--- src/rtl/minisys_pkg.sv ---
// Shared definitions for the instruction fetch slice.
//   state_t     : fetch FSM encoding (IDLE / REQ / HOLD)
//   flow_t      : decoded flow-control flags of the held instruction
//   EXC_VECTOR  : exception redirect target
//   RESET_PC    : PC value while reset is asserted
//   branch_offset() : sign-extended, word-scaled 16-bit branch displacement
package minisys_pkg;

  typedef logic [1:0] state_t;

  localparam state_t S_IDLE = 2'd0;
  localparam state_t S_REQ  = 2'd1;
  localparam state_t S_HOLD = 2'd2;

  localparam logic [31:0] EXC_VECTOR = 32'h0000_F000;
  localparam logic [31:0] RESET_PC   = 32'h0000_0000;

  typedef struct packed {
    logic jmp;
    logic jal;
    logic jalr;
    logic jrn;
    logic beq;
    logic bne;
    logic bgez;
    logic bgtz;
    logic blez;
    logic bltz;
    logic bgezal;
    logic bltzal;
    logic eret;
  } flow_t;

  function automatic logic [31:0] branch_offset(input logic [15:0] imm);
    return {{14{imm[15]}}, imm, 2'b00};
  endfunction

endpackage

--- src/rtl/ifetch_unit_if.sv ---
// Instruction memory bus between the fetch unit (master) and memory (slave).
// One request outstanding at a time: imem_req/imem_addr are held until the
// memory answers with imem_valid/imem_rdata.
//   imem_req   : fetch request
//   imem_addr  : fetch address
//   imem_rdata : fetched word
//   imem_valid : imem_rdata valid this cycle
interface ifetch_unit_if;

  logic        imem_req;
  logic [31:0] imem_addr;
  logic [31:0] imem_rdata;
  logic        imem_valid;

  modport master (
    output imem_req,
    output imem_addr,
    input  imem_rdata,
    input  imem_valid
  );

  modport slave (
    input  imem_req,
    input  imem_addr,
    output imem_rdata,
    output imem_valid
  );

endinterface

--- src/rtl/npc_calc.sv ---
// Combinational next-PC and branch-condition logic for the held instruction.
//   pc, instr_index : PC and low 26 bits of the held instruction
//   flow            : decoded flow-control flags
//   rs_data/rt_data : register operands (compared as signed values)
//   epc, exc_req    : exception return address / exception redirect
//   npc             : next fetch address
//   pc4             : PC+4 (link value)
//   link            : the instruction writes link_addr when consumed
//   misalign        : register-jump target had non-zero low bits
module npc_calc
  import minisys_pkg::*;
(
  input  logic [31:0] pc,
  input  logic [25:0] instr_index,
  input  flow_t       flow,
  input  logic [31:0] rs_data,
  input  logic [31:0] rt_data,
  input  logic [31:0] epc,
  input  logic        exc_req,
  output logic [31:0] npc,
  output logic [31:0] pc4,
  output logic        link,
  output logic        misalign
);

  logic rs_neg;
  logic rs_zero;
  logic taken;

  // NOTE: every output of this block gets a default at the top so no path
  // through the if/else chain can leave a value unassigned (no latches).
  always_comb begin
    pc4      = pc + 32'd4;
    npc      = pc4;
    misalign = 1'b0;
    rs_neg   = rs_data[31];
    rs_zero  = (rs_data == 32'd0);

    taken = (flow.beq && (rs_data == rt_data))
         || (flow.bne && (rs_data != rt_data))
         || ((flow.bgez || flow.bgezal) && !rs_neg)
         || (flow.bgtz && !rs_neg && !rs_zero)
         || (flow.blez && (rs_neg || rs_zero))
         || ((flow.bltz || flow.bltzal) && rs_neg);

    if (exc_req) begin
      npc = EXC_VECTOR;
    end else if (flow.eret) begin
      npc = epc;
    end else if (flow.jrn || flow.jalr) begin
      // Low bits are dropped so the fetch stays word-aligned; flag it.
      npc      = {rs_data[31:2], 2'b00};
      misalign = |rs_data[1:0];
    end else if (flow.jmp || flow.jal) begin
      npc = {pc4[31:28], instr_index, 2'b00};
    end else if (taken) begin
      npc = pc4 + branch_offset(instr_index[15:0]);
    end

    // Conditional links write the return address whether or not taken;
    // an exception pre-empts the instruction, so nothing is linked then.
    link = !exc_req && (flow.jal || flow.jalr || flow.bgezal || flow.bltzal);
  end

endmodule

--- src/rtl/ifetch_unit.sv ---
// Instruction fetch unit: fetches one word at a time over the imem bus,
// holds it for decode, and computes the next PC when it is consumed.
//   clock, reset      : rising-edge clock, synchronous active-high reset
//   imem              : instruction memory bus (master side)
//   Instruction/PC    : held instruction word and its address
//   inst_valid        : Instruction is valid
//   dec_ready, stall  : consumption happens on dec_ready && !stall
//   Jmp..Bltzal, Eret : decoded flow-control flags of the held instruction
//   rs_data, rt_data  : register operands of the held instruction
//   exc_req, epc      : exception redirect / Eret return address
//   link_addr         : PC+4 of the last linking instruction
//   misalign          : one-cycle pulse on a misaligned register-jump target
module ifetch_unit
  import minisys_pkg::*;
(
  input  logic                clock,
  input  logic                reset,
  ifetch_unit_if.master       imem,
  output logic [31:0]         Instruction,
  output logic                inst_valid,
  input  logic                dec_ready,
  input  logic                stall,
  output logic [31:0]         PC,
  output logic [31:0]         link_addr,
  input  logic                Jmp,
  input  logic                Jal,
  input  logic                Jalr,
  input  logic                Jrn,
  input  logic                Beq,
  input  logic                Bne,
  input  logic                Bgez,
  input  logic                Bgtz,
  input  logic                Blez,
  input  logic                Bltz,
  input  logic                Bgezal,
  input  logic                Bltzal,
  input  logic                Eret,
  input  logic [31:0]         rs_data,
  input  logic [31:0]         rt_data,
  input  logic                exc_req,
  input  logic [31:0]         epc,
  output logic                misalign
);

  state_t      state;
  logic        exc_pend;
  flow_t       flow;
  logic        consume;
  logic [31:0] npc;
  logic [31:0] pc4;
  logic        npc_link;
  logic        npc_misalign;

  assign flow = '{jmp: Jmp, jal: Jal, jalr: Jalr, jrn: Jrn, beq: Beq, bne: Bne,
                  bgez: Bgez, bgtz: Bgtz, blez: Blez, bltz: Bltz,
                  bgezal: Bgezal, bltzal: Bltzal, eret: Eret};

  // An exception forces consumption even when decode is not ready or stalled.
  assign consume = (state == S_HOLD) && ((dec_ready && !stall) || exc_req);

  assign imem.imem_req  = (state == S_REQ);
  assign imem.imem_addr = PC;

  npc_calc u_npc_calc (
    .pc          (PC),
    .instr_index (Instruction[25:0]),
    .flow        (flow),
    .rs_data     (rs_data),
    .rt_data     (rt_data),
    .epc         (epc),
    .exc_req     (exc_req),
    .npc         (npc),
    .pc4         (pc4),
    .link        (npc_link),
    .misalign    (npc_misalign)
  );

  // NOTE: all state here uses non-blocking assignments so every register
  // samples the pre-edge values, independent of statement order.
  always_ff @(posedge clock) begin
    if (reset) begin
      state       <= S_IDLE;
      PC          <= RESET_PC;
      Instruction <= 32'd0;
      inst_valid  <= 1'b0;
      link_addr   <= 32'd0;
      misalign    <= 1'b0;
      exc_pend    <= 1'b0;
    end else begin
      misalign <= 1'b0;
      case (state)
        S_IDLE: begin
          if (exc_req) PC <= EXC_VECTOR;
          state <= S_REQ;
        end
        S_REQ: begin
          if (imem.imem_valid) begin
            // An exception raised while the request was in flight (or in the
            // same cycle as the reply) drops the word and refetches from the
            // vector; the bus stays in REQ for that new fetch.
            if (exc_pend || exc_req) begin
              PC       <= EXC_VECTOR;
              exc_pend <= 1'b0;
            end else begin
              Instruction <= imem.imem_rdata;
              inst_valid  <= 1'b1;
              state       <= S_HOLD;
            end
          end else if (exc_req) begin
            exc_pend <= 1'b1;
          end
        end
        S_HOLD: begin
          if (consume) begin
            PC         <= npc;
            inst_valid <= 1'b0;
            misalign   <= npc_misalign;
            state      <= S_REQ;
            if (npc_link) link_addr <= pc4;
          end
        end
        default: state <= S_IDLE;
      endcase
    end
  end

endmodule

--- src/flat_wrapper.sv ---
// flat-port wrapper written by rule: the top's interface ports become plain ports
module ifetch_unit_flat import minisys_pkg::*;
  (clock, reset, Instruction, inst_valid, dec_ready, stall, PC, link_addr, Jmp, Jal, Jalr, Jrn, Beq, Bne, Bgez, Bgtz, Blez, Bltz, Bgezal, Bltzal, Eret, rs_data, rt_data, exc_req, epc, misalign, imem_imem_req, imem_imem_addr, imem_imem_rdata, imem_imem_valid);
  ifetch_unit_if imem_i ();
  input  logic clock;
  input  logic reset;
  output logic [31:0] Instruction;
  output logic inst_valid;
  input  logic dec_ready;
  input  logic stall;
  output logic [31:0] PC;
  output logic [31:0] link_addr;
  input  logic Jmp;
  input  logic Jal;
  input  logic Jalr;
  input  logic Jrn;
  input  logic Beq;
  input  logic Bne;
  input  logic Bgez;
  input  logic Bgtz;
  input  logic Blez;
  input  logic Bltz;
  input  logic Bgezal;
  input  logic Bltzal;
  input  logic Eret;
  input  logic [31:0] rs_data;
  input  logic [31:0] rt_data;
  input  logic exc_req;
  input  logic [31:0] epc;
  output logic misalign;
  output wire logic [$bits(imem_i.imem_req)-1:0] imem_imem_req;
  output wire logic [$bits(imem_i.imem_addr)-1:0] imem_imem_addr;
  input wire logic [$bits(imem_i.imem_rdata)-1:0] imem_imem_rdata;
  input wire logic [$bits(imem_i.imem_valid)-1:0] imem_imem_valid;
  assign imem_imem_req = imem_i.imem_req;
  assign imem_imem_addr = imem_i.imem_addr;
  assign imem_i.imem_rdata = imem_imem_rdata;
  assign imem_i.imem_valid = imem_imem_valid;
  ifetch_unit u_core (.clock(clock), .reset(reset), .imem(imem_i), .Instruction(Instruction), .inst_valid(inst_valid), .dec_ready(dec_ready), .stall(stall), .PC(PC), .link_addr(link_addr), .Jmp(Jmp), .Jal(Jal), .Jalr(Jalr), .Jrn(Jrn), .Beq(Beq), .Bne(Bne), .Bgez(Bgez), .Bgtz(Bgtz), .Blez(Blez), .Bltz(Bltz), .Bgezal(Bgezal), .Bltzal(Bltzal), .Eret(Eret), .rs_data(rs_data), .rt_data(rt_data), .exc_req(exc_req), .epc(epc), .misalign(misalign));
endmodule
--- config.mk ---
export PLATFORM = sky130hd
export DESIGN_NAME = ifetch_unit_flat
export DESIGN_NICKNAME = d
export VERILOG_FILES = /design/src/rtl/minisys_pkg.sv /design/src/rtl/ifetch_unit_if.sv /design/src/rtl/npc_calc.sv /design/src/rtl/ifetch_unit.sv /design/src/flat_wrapper.sv
export SDC_FILE = /design/constraint.sdc
export NUM_CORES = 1
export LEC_CHECK = 0
export BUFFER_PORTS_ARGS = -buffer_cell sky130_fd_sc_hd__buf_2
export CORE_MARGIN = 4
export CORE_UTILIZATION = 50
export DETAILED_ROUTE_END_ITERATION = 10
export PLACE_DENSITY = 0.78
export SYNTH_ARGS = -nofsm -noshare
export SYNTH_HDL_FRONTEND = slang
export SYNTH_SLANG_ARGS = --single-unit
--- constraint.sdc ---
create_clock -name clock -period 4.4 [get_ports clock]
set_clock_uncertainty 0.2 [all_clocks]
set_input_delay 0.22 -clock clock [delete_from_list [all_inputs] [get_ports clock]]
set_output_delay 0.22 -clock clock [all_outputs]
set_load 0.005 [all_outputs]
; Yosys cells after proc, flatten, opt, wreduce, memory -nomap -nowiden
; Cells that the tools add are included.
[op_classes]
add_sub_neg = 2
n_reduce_logical = 42
eq_ne = 10
n_bitwise = 4
mux = 21
[op_table]
columns = operator, n
row1 = 2-to-1 mux 32 bit, 9
row2 = one-hot mux 32 bit (3 select lines), 1
row3 = adder 32 x 3 -> 32 bit (second input constant), 1
row4 = adder 32 bit, 1
row5 = equality test 32 bit, 1
row6 = zero test 32 bit, 1
row7 = != test 32 bit, 1
row8 = logical OR 1 bit, 15
row9 = AND reduction 3 bit, 4
row10 = logical AND 1 bit, 10
row11 = != test 2 x 1 -> 1 bit (second input constant), 4
row12 = 2-to-1 mux 1 bit, 6
row13 = 2-to-1 mux 2 bit, 3
row14 = one-hot mux 2 bit (3 select lines), 1
row15 = OR reduction 6 bit, 1
row16 = AND reduction 5 bit, 1
row17 = zero test 1 bit, 4
row18 = != test 2 bit (second input constant), 2
row19 = inverter 1 bit, 4
row20 = AND reduction 4 bit, 1
row21 = nonzero test 2 bit, 2
row22 = nonzero test 3 bit, 1
row23 = equality test 2 x 1 -> 1 bit (second input constant), 1
row24 = equality test 2 bit (second input constant), 1
row25 = other kinds (3), 3
[word_totals]
in_bits = 147
output_inout_bits = 131
ff_bits = 101

; Logic depth before layout (Yosys ltp)
[logic_depth]
depth_word = 14
depth_mapped = 18

; By module
; Synthesis repeated with hierarchy kept, for this count alone.
[unflattened]
cells_unflattened = 994
hier_area_um2 = 7633.6
[modules_own_cells]
columns = module, instances, seq_area_each_um2, cells_per_inst, area_per_inst_um2
row1 = npc_calc, 1, 0.0, 587, 3953.8
row2 = ifetch_unit, 1, 2021.9, 407, 3679.8

; Least setup slack after synthesis
; No wires, ideal clock.
[synth_path]
path_type = register to register
from = reg u_core.PC[4]
to = reg u_core.PC[31]
required_time_ps = 4069
path_buffers = 1
arrival_time_ps = 3398
synth_period_minus_slack_ps = 3729
path_stages_with_launch = 19
path_slack_ps = 671
path_cell_list = dfxtp_1 and4_1 and2_1 nand2_1 nor2_1 and3_1 xnor2_1 inv_1 ha_1 clkbuf_1 a21o_1 a21o_1 a21oi_1 a21oi_1 or3b_2 nand4_1 a21oi_1 mux2i_1 o211ai_1
[synth_via]
elab_chain_len = 9
[synth_lines]
columns = item, line_no
row1 = "start, declared", ifetch_unit.sv:23  ; output logic [31:0] PC,
row2 = "start signal, assigned", ifetch_unit.sv:115  ; PC <= npc;
row3 = adder 32 x 3 -> 32 bit, npc_calc.sv:33  ; pc4 = pc + 32'd4;
row4 = named net u_core.pc4[24], ifetch_unit.sv:50  ; logic [31:0] pc4;
row5 = adder 32 bit, npc_calc.sv:57  ; npc = pc4 + branch_offset(instr_index[15:0]);
row6 = 2-to-1 mux 32 bit, npc_calc.sv:56  ; end else if (taken) begin
row7 = 2-to-1 mux 32 bit, npc_calc.sv:54  ; end else if (flow.jmp || flow.jal) begin
row8 = 2-to-1 mux 32 bit, npc_calc.sv:50  ; end else if (flow.jrn || flow.jalr) begin
row9 = 2-to-1 mux 32 bit, npc_calc.sv:48  ; end else if (flow.eret) begin
row10 = 2-to-1 mux 32 bit, npc_calc.sv:46  ; if (exc_req) begin
row11 = 2-to-1 mux 32 bit, ifetch_unit.sv:114  ; if (consume) begin
row12 = one-hot mux 32 bit (3 select lines), ifetch_unit.sv:91  ; case (state)
; The timed path passes the listed nets, and every way through them passes these cells. The select of a mux whose other input is x is not followed.
; A chain may end at the register's enable or synchronous reset.

; Worst setup path after layout
[layout_path]
from = reg u_core.PC[6]
to = reg u_core.PC[31]
; Same word-level chain as after synthesis.

==> results.yml <==
status:
  status: "complete, no violations"
routing:
  viasPerCell: 6.03
  dr.pass1.iters: 6
  drt_wl_total_mm: 31.0
  wl_per_cell_um: 21.2
  vias: 8820
  drcViolationCount: 0
  dr.first_iter.drc_count: 1099
  drtAntennaViolNets: 0
sta:
  finalHoldViolations: 0
  period_share: 0.938
  fin_ws_ps: 274
  period_needed_ps: 4130
  worstMarginPinSlew_ps: 1210
  rsz0062_at_grt: "no"
  whs_ps: 15.3
  relSlewSlack: 0.189
  fmax_mhz: 242
  finalSetupViolCount: 0
  setup_tns_ps: 0
  drv_slew: 0
yosys:
  synthTopCellsByArea: "dfxtp_1, nand2_1, a21oi_1"
  synth_xor_area_frac: 0.0977
  synth_edf_count: 0
  synth_mux_area_frac: 0.0298
  synth_area_per_cell_um2: 7.46
  mappedNetlistNets: 1181
  synth_fa_ha_area_frac: 0.0615
  synthFlopType: "dfxtp_1"
  synthArstFlopShare: 0
  seq_area_frac_synth: 0.272
  synth_cells: 998
  netlist-cell-type-count: 69
  synth_top_family_by_area: "compound AO/OA/AOI/OAI gates"
  synth-simple-area-share: 0.224
  yosysWarnings: 0
  ys_ff_latch: 101
  synth_compound_area_frac: 0.238
  synth_top_area_cell: "dfxtp_1"
  synth_top_area_share: 0.272
  syn_area_mm2: 0.00744
die:
  core_area_mm2: 0.0145
  die-area_mm2: 0.0169
  fp.dieH_um: 130
  initial_core_util: 0.512
  num_io_pins: 278
  die_w_um: 130
  num_rows: 44
place:
  pre_cts_ws_ps: 270
  postPlaceCellArea_mm2: 0.00880
  dp_hpwl_mm: 23.5
  port_buffers: 277
  placed_cells: 1398
  place.gp.congestion: 0.971
clocking:
  cts_root_buffer: "clkbuf_16"
  cts_max_level: 3
  clkLatencyLatePin_ps: 360
  clock-sinks: 101
  cts_tree: "yes"
  cts_made_buffers: 9
  clk_pin_slew_worst_paths_ps: 70
  clk_path_buf_depth: 2
pwr:
  p_leak_nw: 4.67
  ir_drop_mv: 0.299
  total_power_mw: 2.17
  power_density_mw_per_mm2: 226
final_layout:
  nNetsFinal: 1456
  post-route-util: 0.659
  synthToLayoutAreaGrowth_pct: 28.6
  final_common_cell: "buf_2"
  drive_above_1_share: 0.267
  fin_cells: 1462
  final_cell_mix: "buf_2, nand2_1, nor2_1"
  n_antenna_cell: 0
  design_area_mm2: 0.00957
global_route:
  overflow: 0
  track_usage: 0.358
  grt_max_degree: 56
  grt_antenna_before_repair: 0
  grt_pass1_vias: 8262
  grt_first_pass_wirelength_mm: 46.5
critical_path:
  cp_max_fo: 6
  cp-start-kind: "flop"
  crit_arrival_ps: 4160
  end_kind: "flop"
  cp.required_ps: 4430
  crit_type: "flop to flop"
min_path:
  worstHoldPathType: "input port to flop"
job:
  cap_violations: 0
[critical path, cell delays in order (launching register included)]
cell and delay (ps):
dfxtp_1 440, and4_1 310, and2_2 250, nand2_1 110
nor2_1 220, nand2_1 100, xor2_1 250, inv_1 80
ha_1 360, and2_1 190, and3_1 210, a221o_1 310
a41oi_2 330, o21ai_1 120, a21oi_1 210, mux2i_1 210
o211ai_1 110
[logic make-up after synthesis]
group / count (synthesis)
adders and majority gates: 36
xor gates and xnor gates: 83
and+or+nand+nor: 366
AOI/OAI and AO/OA: 279
buffers and inverters: 111
DFF: 101
muxes: 22
[where the power goes]
group          total (mW)  switching [mW]  internal, mW
Combinational       0.420           0.241         0.179
Sequential          0.957          0.0248         0.933
Clock               0.790           0.385         0.405
Total                2.17           0.651          1.52
[flip-flops by register name, indices dropped and copies added, names as in the netlist]
name,cells
u_core.link_addr,32
u_core.PC,32
u_core.state,2
u_core.inst_valid,1
u_core.Instruction,32
u_core.exc_pend,1
u_core.misalign,1
[cell usage after synthesis (3+ instances only)]
master	n
o21ai_1	14
o211ai_1	4
buf_6	3
inv_1	23
a21o_1	20
nor2b_1	5
a22oi_1	13
o21ai_0	50
o21bai_1	4
and4_1	4
and2_1	5
xor2_1	52
a21oi_1	95
buf_2	5
a31oi_1	4
nand4_1	15
or3_1	9
o31ai_1	7
a221o_1	3
nor3_1	35
and3_1	11
nand3_1	15
dfxtp_1	101
mux2i_1	21
buf_4	35
nand2_1	131
nand2b_1	6
a221oi_1	11
o22ai_1	4
a211oi_1	21
a211o_1	4
nor4_1	17
xnor2_1	31
nor2_1	104
clkbuf_1	42
ha_1	35
[worst paths after layout]
check / from / to / cells after the start / slack [ps]
hold / removal: rs_data[10] / u_core.PC[10] / 3 / 20
hold reg to reg: u_core.link_addr[0] / u_core.link_addr[0] / 2 / 250
setup / recovery: u_core.PC[6] / u_core.PC[31] / 16 / 270
setup reg to reg: u_core.PC[6] / u_core.PC[31] / 16 / 270
[metal layers]
layer | global-route usage | wire [µm]
met5 | 0 | 0
met4 | 0.170 | 1600
met3 | 0.0675 | 2970
met2 | 0.588 | 14400
met1 | 0.454 | 12000
[area by class of cell]
type,count,area (µm²)
fill,1306,4960
multi-input combinational,786,4890
timing repair buffer,350,2050
sequential,101,2020
clock buffer,10,239
tap,184,230
inverter,25,93.8
clock inverter,6,46.3
[timing repair]
| item | in CTS | in global routing |
|---|---|---|
| endpoints found under the hold margin | 48 | 0 |
| buffers inserted | 0 | 0 |
| setup endpoints to repair | 0 | 3 |
| gates resized for setup | 0 | 3 |
| hold buffers | 48 | 0 |
No activity file was read; power rests on OpenSTA's default activity.
